[src/rtl/seg7_pkg.sv]
// Shared segment patterns (active-low, a..g left to right), result codes and
// scan-reader FSM states.
package seg7_pkg;

    localparam logic [0:6] SEG_0     = 7'b0000001;
    localparam logic [0:6] SEG_1     = 7'b1001111;
    localparam logic [0:6] SEG_2     = 7'b0010010;
    localparam logic [0:6] SEG_3     = 7'b0000110;
    localparam logic [0:6] SEG_4     = 7'b1001100;
    localparam logic [0:6] SEG_5     = 7'b0100100;
    localparam logic [0:6] SEG_6     = 7'b0100000;
    localparam logic [0:6] SEG_7     = 7'b0001111;
    localparam logic [0:6] SEG_8     = 7'b0000000;
    localparam logic [0:6] SEG_9     = 7'b0000100;
    localparam logic [0:6] SEG_BLANK = 7'b1111111;
    localparam logic [0:6] SEG_A     = 7'b0001000;
    localparam logic [0:6] SEG_B     = 7'b1100000;
    localparam logic [0:6] SEG_C     = 7'b0110001;
    localparam logic [0:6] SEG_D     = 7'b1000010;
    localparam logic [0:6] SEG_E     = 7'b0110000;
    localparam logic [0:6] SEG_F     = 7'b0111000;

    localparam logic [3:0] CODE_BLANK = 4'hF;
    localparam logic [3:0] CODE_ERR   = 4'hE;

    typedef enum logic [1:0] {
        IDLE  = 2'd0,
        TRACK = 2'd1,
        HOLD  = 2'd2
    } scan_state_t;

endpackage

[src/rtl/seg7_pattern_decode.sv]
// Combinational 7-segment pattern to {code, err} lookup.
// Define SEG7_HEX_EN to also accept the A..F letter patterns.
module seg7_pattern_decode
    import seg7_pkg::*;
(
    input  logic [0:6] pattern,
    output logic [3:0] code,
    output logic       err
);

    always_comb begin
        code = CODE_ERR;
        err  = 1'b1;
        case (pattern)
            SEG_0:     begin code = 4'h0;       err = 1'b0; end
            SEG_1:     begin code = 4'h1;       err = 1'b0; end
            SEG_2:     begin code = 4'h2;       err = 1'b0; end
            SEG_3:     begin code = 4'h3;       err = 1'b0; end
            SEG_4:     begin code = 4'h4;       err = 1'b0; end
            SEG_5:     begin code = 4'h5;       err = 1'b0; end
            SEG_6:     begin code = 4'h6;       err = 1'b0; end
            SEG_7:     begin code = 4'h7;       err = 1'b0; end
            SEG_8:     begin code = 4'h8;       err = 1'b0; end
            SEG_9:     begin code = 4'h9;       err = 1'b0; end
            SEG_BLANK: begin code = CODE_BLANK; err = 1'b0; end
`ifdef SEG7_HEX_EN
            // Hex F and blank share code F by design.
            SEG_A:     begin code = 4'hA;       err = 1'b0; end
            SEG_B:     begin code = 4'hB;       err = 1'b0; end
            SEG_C:     begin code = 4'hC;       err = 1'b0; end
            SEG_D:     begin code = 4'hD;       err = 1'b0; end
            SEG_E:     begin code = 4'hE;       err = 1'b0; end
            SEG_F:     begin code = 4'hF;       err = 1'b0; end
`endif
            default:   begin code = CODE_ERR;   err = 1'b1; end
        endcase
    end

endmodule

[src/rtl/seg7_scan_reader.sv]
// Recovers BCD digits from a multiplexed active-low 7-segment bus and delivers
// whole frames on a valid/ready output. SEG7_HEX_EN enables hex letter decode.
module seg7_scan_reader
    import seg7_pkg::*;
#(
    parameter int N_DIGITS      = 4,
    parameter int STABLE_CYCLES = 4
) (
    input  logic                  clk,
    input  logic                  rst_n,
    input  logic [0:6]            seg_i,
    input  logic [N_DIGITS-1:0]   an_i,
    input  logic                  out_ready,
    output logic                  out_valid,
    output logic [4*N_DIGITS-1:0] bcd_o,
    output logic [N_DIGITS-1:0]   err_o,
    output logic                  overrun_o
);

    localparam int SW = (N_DIGITS > 1) ? $clog2(N_DIGITS) : 1;
    localparam int CW = $clog2(STABLE_CYCLES + 1);
    localparam logic [CW-1:0]       CNT_ONE   = CW'(1);
    localparam logic [CW-1:0]       CNT_LAST  = CW'(STABLE_CYCLES - 1);
    localparam logic [N_DIGITS-1:0] MASK_FULL = '1;

    logic [0:6]            seg_q;
    logic [N_DIGITS-1:0]   an_q;
    scan_state_t           state, state_n;
    logic [SW-1:0]         sel, sel_n;
    logic [N_DIGITS-1:0]   an_ref, an_ref_n;
    logic [0:6]            ref_pat, ref_pat_n;
    logic [CW-1:0]         cnt, cnt_n;
    logic [N_DIGITS-1:0]   mask, mask_n;
    logic [4*N_DIGITS-1:0] shadow_bcd, shadow_bcd_n;
    logic [N_DIGITS-1:0]   shadow_err, shadow_err_n;
    logic                  an_valid;
    logic [SW-1:0]         an_idx;
    logic                  capture;
    logic                  complete;
    logic [3:0]            dec_code;
    logic                  dec_err;

    seg7_pattern_decode u_decode (
        .pattern (seg_q),
        .code    (dec_code),
        .err     (dec_err)
    );

    assign an_valid = $onehot(~an_q);

    always_comb begin
        an_idx = '0;
        for (int i = 0; i < N_DIGITS; i++) begin
            if (!an_q[i]) an_idx = SW'(i);
        end
    end

    // A changed anode selection is handled exactly like IDLE in the same cycle.
    always_comb begin
        state_n   = state;
        sel_n     = sel;
        an_ref_n  = an_ref;
        ref_pat_n = ref_pat;
        cnt_n     = cnt;
        capture   = 1'b0;
        if (state == IDLE || an_q != an_ref) begin
            state_n = IDLE;
            if (an_valid) begin
                state_n   = TRACK;
                sel_n     = an_idx;
                an_ref_n  = an_q;
                ref_pat_n = seg_q;
                cnt_n     = CNT_ONE;
                if (STABLE_CYCLES == 1) begin
                    capture = 1'b1;
                    state_n = HOLD;
                end
            end
        end else if (state == TRACK) begin
            if (seg_q != ref_pat) begin
                ref_pat_n = seg_q;
                cnt_n     = CNT_ONE;
            end else if (cnt == CNT_LAST) begin
                cnt_n   = cnt + CNT_ONE;
                capture = 1'b1;
                state_n = HOLD;
            end else begin
                cnt_n = cnt + CNT_ONE;
            end
        end
    end

    always_comb begin
        mask_n       = mask;
        shadow_bcd_n = shadow_bcd;
        shadow_err_n = shadow_err;
        if (capture) begin
            mask_n[sel_n]               = 1'b1;
            shadow_bcd_n[4*sel_n +: 4] = dec_code;
            shadow_err_n[sel_n]         = dec_err;
        end
        complete = capture && (mask_n == MASK_FULL);
    end

    always_ff @(posedge clk or negedge rst_n) begin
        if (!rst_n) begin
            seg_q      <= '0;
            an_q       <= '0;
            state      <= IDLE;
            sel        <= '0;
            an_ref     <= '0;
            ref_pat    <= '0;
            cnt        <= '0;
            mask       <= '0;
            shadow_bcd <= '0;
            shadow_err <= '0;
            out_valid  <= 1'b0;
            bcd_o      <= '0;
            err_o      <= '0;
            overrun_o  <= 1'b0;
        end else begin
            seg_q      <= seg_i;
            an_q       <= an_i;
            state      <= state_n;
            sel        <= sel_n;
            an_ref     <= an_ref_n;
            ref_pat    <= ref_pat_n;
            cnt        <= cnt_n;
            shadow_bcd <= shadow_bcd_n;
            shadow_err <= shadow_err_n;
            overrun_o  <= 1'b0;
            if (complete) begin
                // A completing frame always wins; only an unconsumed one is flagged.
                mask      <= '0;
                bcd_o     <= shadow_bcd_n;
                err_o     <= shadow_err_n;
                out_valid <= 1'b1;
                overrun_o <= out_valid && !out_ready;
            end else begin
                mask <= mask_n;
                if (out_valid && out_ready) out_valid <= 1'b0;
            end
        end
    end

endmodule

[config.mk]
export PLATFORM = sky130hd
export DESIGN_NAME = seg7_scan_reader
export DESIGN_NICKNAME = d
export VERILOG_FILES = /design/src/rtl/seg7_pkg.sv /design/src/rtl/seg7_pattern_decode.sv /design/src/rtl/seg7_scan_reader.sv
export SDC_FILE = /design/constraint.sdc
export NUM_CORES = 1
export LEC_CHECK = 0
export BUFFER_PORTS_ARGS = -buffer_cell sky130_fd_sc_hd__buf_2
export CORE_ASPECT_RATIO = 1.75
export CORE_MARGIN = 10
export CORE_UTILIZATION = 53
export CTS_CLUSTER_DIAMETER = 80
export DETAILED_ROUTE_END_ITERATION = 8
export PLACE_DENSITY = 0.85
export SYNTH_ARGS = -nofsm -noshare
export SYNTH_HDL_FRONTEND = slang
export SYNTH_SLANG_ARGS = --single-unit
[constraint.sdc]
create_clock -name clk -period 4.06 [get_ports clk]
set_clock_uncertainty 0.15 [all_clocks]
set_input_delay 0.406 -clock clk [delete_from_list [all_inputs] [get_ports clk]]
set_output_delay 0.406 -clock clk [all_outputs]
set_load 0.1 [all_outputs]
==> reports/metrics.yaml <==
drt:
  antenna_left: 0
  drt-wirelength-per-cell_um: 19.2
  firstDrtPassIters: 4
  drt-total-wl_um: 8410
  via_count: 2595
  drc: 0
  first_iter_violations: 235
  vias_per_cell: 5.91
timing:
  setup-violations-final: 0
  slew_viol_final: 0
  slew_headroom: 0.385
  fmax_mhz: 249
  final_hold_viol_count: 0
  fin_setup_tns_ns: 0
  setup_ws_ns: 0.0462
  finalCritPeriodShare: 0.989
  tightest_slew_ns: 0.915
  finalCriticalPeriod_ns: 4.01
worst_setup_path:
  crit_slowest_cell: "fa_1"
  critPathKind: "register to register"
  reg2regPathDepth: 14
  reg2reg_from: "an_q[0]$_DFF_PN0_"
  crit_fanout: 8
  critical_path.startpoint: "an_q[0]$_DFF_PN0_"
  endpoint_kind: "register"
  r2r-end: "bcd_o[13]$_DFFE_PN0P_"
  crit_top_cell: "ha_4"
  timing.critical_path.to: "bcd_o[13]$_DFFE_PN0P_"
  max_stage_delay_ns: 0.55
  start_kind: "register"
  reg2reg_slack_ns: 0.05
  crit_required_ns: 4.14
  cp_data_arrival_time_ns: 4.09
  path_cells: "fa_1 -> inv_1 -> ha_1 -> ha_4 -> nor3b_4 -> o211ai_1 -> o32ai_2 -> or2_4 -> ha_4 -> o22ai_1 -> nor2_1 -> and4_4 -> clkbuf_16 -> mux2_2"
yosys:
  ys_seq_area_frac: 0.527
  yosys-top-cells-count: "75 x dfrtp_1, 27 x mux2_2, 20 x nand2_1, 20 x o21ai_0, 13 x nor2_1"
  synth_fp_nets: 328
  ys.flop_type: "dfrtp_1"
  synth.most_common_cell: "dfrtp_1"
  netlist_area_um2: 3560
  synth.avg_cell_area_um2: 11.8
  synth_edf_count: 0
  synth_top_area_cell: "dfrtp_1"
  synth_cells: 302
  ys_types: 53
  ys_ff_latch: 75
  async_reset_ff_frac: 1.00
  yosysTopAreaCellShare: 0.527
  synthTopCellsByArea: "dfrtp_1 53%, mux2_2 8.5%, ha_1 3.9%"
  yosys_warnings: 0
clocking:
  holdBufCountCts: 0
  htreeDepth: 3
  clock-sinks: 75
  root_buffer: "clkbuf_16"
  cts_buffers: 9
  cts_tree: "yes"
  cts_buffer_depth: 2
  clkLatencyLatePin_ns: 0.34
  path_clk_slew_ns: 0.06
min_path:
  hold_class: "input port to register"
floorplan:
  rows: 39
  core_um2: 6540
  start_util: 0.545
  ioPinCount: 36
  die_w_um: 82.0
  fp.dieArea_um2: 10500
  die_y_um: 128
global_route:
  grt_pass1_wl_um: 13300
  grt_overflow_total: 0
  grt_pass1_vias: 2742
  antenna_found_initial: 0
  track_usage: 0.164
  grt_max_degree: 39
pwr:
  pwr-share-seq: 0.422
  pwr-share-comb: 0.230
  irDropWorstVdd_mv: 0.337
  p_int_mw: 1.46
  p_sw_uw: 636
  clkPwrFrac: 0.347
  power_leakage_nw: 2.00
  p_per_area_nw_per_um2: 493
  p_sw_frac: 0.304
finish:
  antenna_cells: 0
  nNetsFinal: 378
  drive_gt1_frac: 0.345
  utilization: 0.650
  areaGrowthSynthToFinish_pct: 19.3
status:
  status: "complete, no violations"
placement:
  gp_congestion: 0.939
  preCtsSetupSlack_ns: 0.0121
  place.port_buffers: 35
  hpwlAfterDp_um: 5600
job:
  drv_cap: 0
[worst min-delay path by stage]
stage	cells after the start	to	slack, ns	start
finish	1	seg_q[1]$_DFF_PN0_	0.02	seg_i[1]
detailed placement	2	shadow_bcd[8]$_DFF_PN0_	0.32	shadow_bcd[8]$_DFF_PN0_
CTS	1	seg_q[1]$_DFF_PN0_	0.007	seg_i[1]
global placement	2	shadow_bcd[8]$_DFF_PN0_	0.30	shadow_bcd[8]$_DFF_PN0_
global route	1	seg_q[1]$_DFF_PN0_	0.003	seg_i[1]
floorplan	0	an_q[0]$_DFF_PN0_	-0.04	rst_n
[cell usage in the layout (no fill, tap or decap), types with 3 or more instances in the layout]
cell / n
clkbuf_16: 10
nor3_1: 3
a31o_2: 3
xnor2_1: 11
dfrtp_1: 75
o21ai_0: 16
o211ai_1: 3
nor2b_1: 4
a21oi_1: 9
inv_1: 10
o21ai_1: 8
mux2_2: 27
o21bai_1: 4
nand4_1: 7
buf_4: 13
ha_4: 3
a21boi_0: 6
and4_1: 3
nand3_1: 11
nand2_1: 19
buf_2: 35
ha_1: 6
o21a_1: 3
nor2_1: 13
[cell families after synthesis]
group                    count (synthesis)  synth area share
AO/OA/AOI/OAI                           69             0.131
XOR/XNOR                                12            0.0295
adder cells (fa/ha/maj)                 12            0.0442
buffers and inverters                   22            0.0418
flip-flops                              75             0.527
multiplexers                            30            0.0966
AND/OR/NAND/NOR                         82             0.130
[metrics by stage]
stage	cell area [µm²]	hold WS (ns)	std cells	power (mW)
after floorplan	3570	-0.0396	302	1.18
after global placement	3820	0.298	417	1.29
after detailed placement	3820	0.316	417	1.30
after CTS	4100	0.00687	433	2.04
after global routing	4250	0.00276	439	2.19
final	4250	0.0172	439	2.09
[routing by layer]
metal,track usage,routed length [µm],part of all wire
met1,0.171,3090,0.37
met2,0.276,4620,0.55
met3,0.0572,432,0.051
met4,0.0926,265,0.032
met5,0,0,0
[flip-flops by register name (all words and copies together), names as in the netlist, 7 cells and up]
register,cells
seg_q,7
shadow_bcd,16
bcd_o,16
ref_pat,7
[worst max-delay path: cells and delay by family, from the launching register on]
kind	cells	cell delay, ns
buffers and inverters	2	0.23
adders and majority gates	4	1.17
muxes	1	0.33
and+or+nand+nor	4	0.96
DFF	1	0.41
AOI/OAI and AO/OA	3	0.65
[cell type report]
type                    instances  area, µm²
clock inverters                 5       38.8
inverters                      11       41.3
fillers                       500       2290
multi-input cells             205       1640
clock buffers                  11        233
flip-flops and latches         75       1880
well taps                      82        103
repair buffers                 50        318
[repair_timing]
action                     4_1_cts  5_1_grt
setup endpoints to repair       16       23
cloned                           0        1
pin swaps                        0        7
resized for setup                2       23
setup buffers                    0        5
[power groups by stage]
stage / combinational [mW] / sequential, mW / clock [mW]
after floorplan: 0.310 / 0.873 / 0
after global placement: 0.394 / 0.892 / 0
after detailed placement: 0.407 / 0.894 / 0
after CTS: 0.414 / 0.881 / 0.740
after global routing: 0.523 / 0.894 / 0.777
final: 0.482 / 0.884 / 0.728
Power figures use the tool's default switching activity.
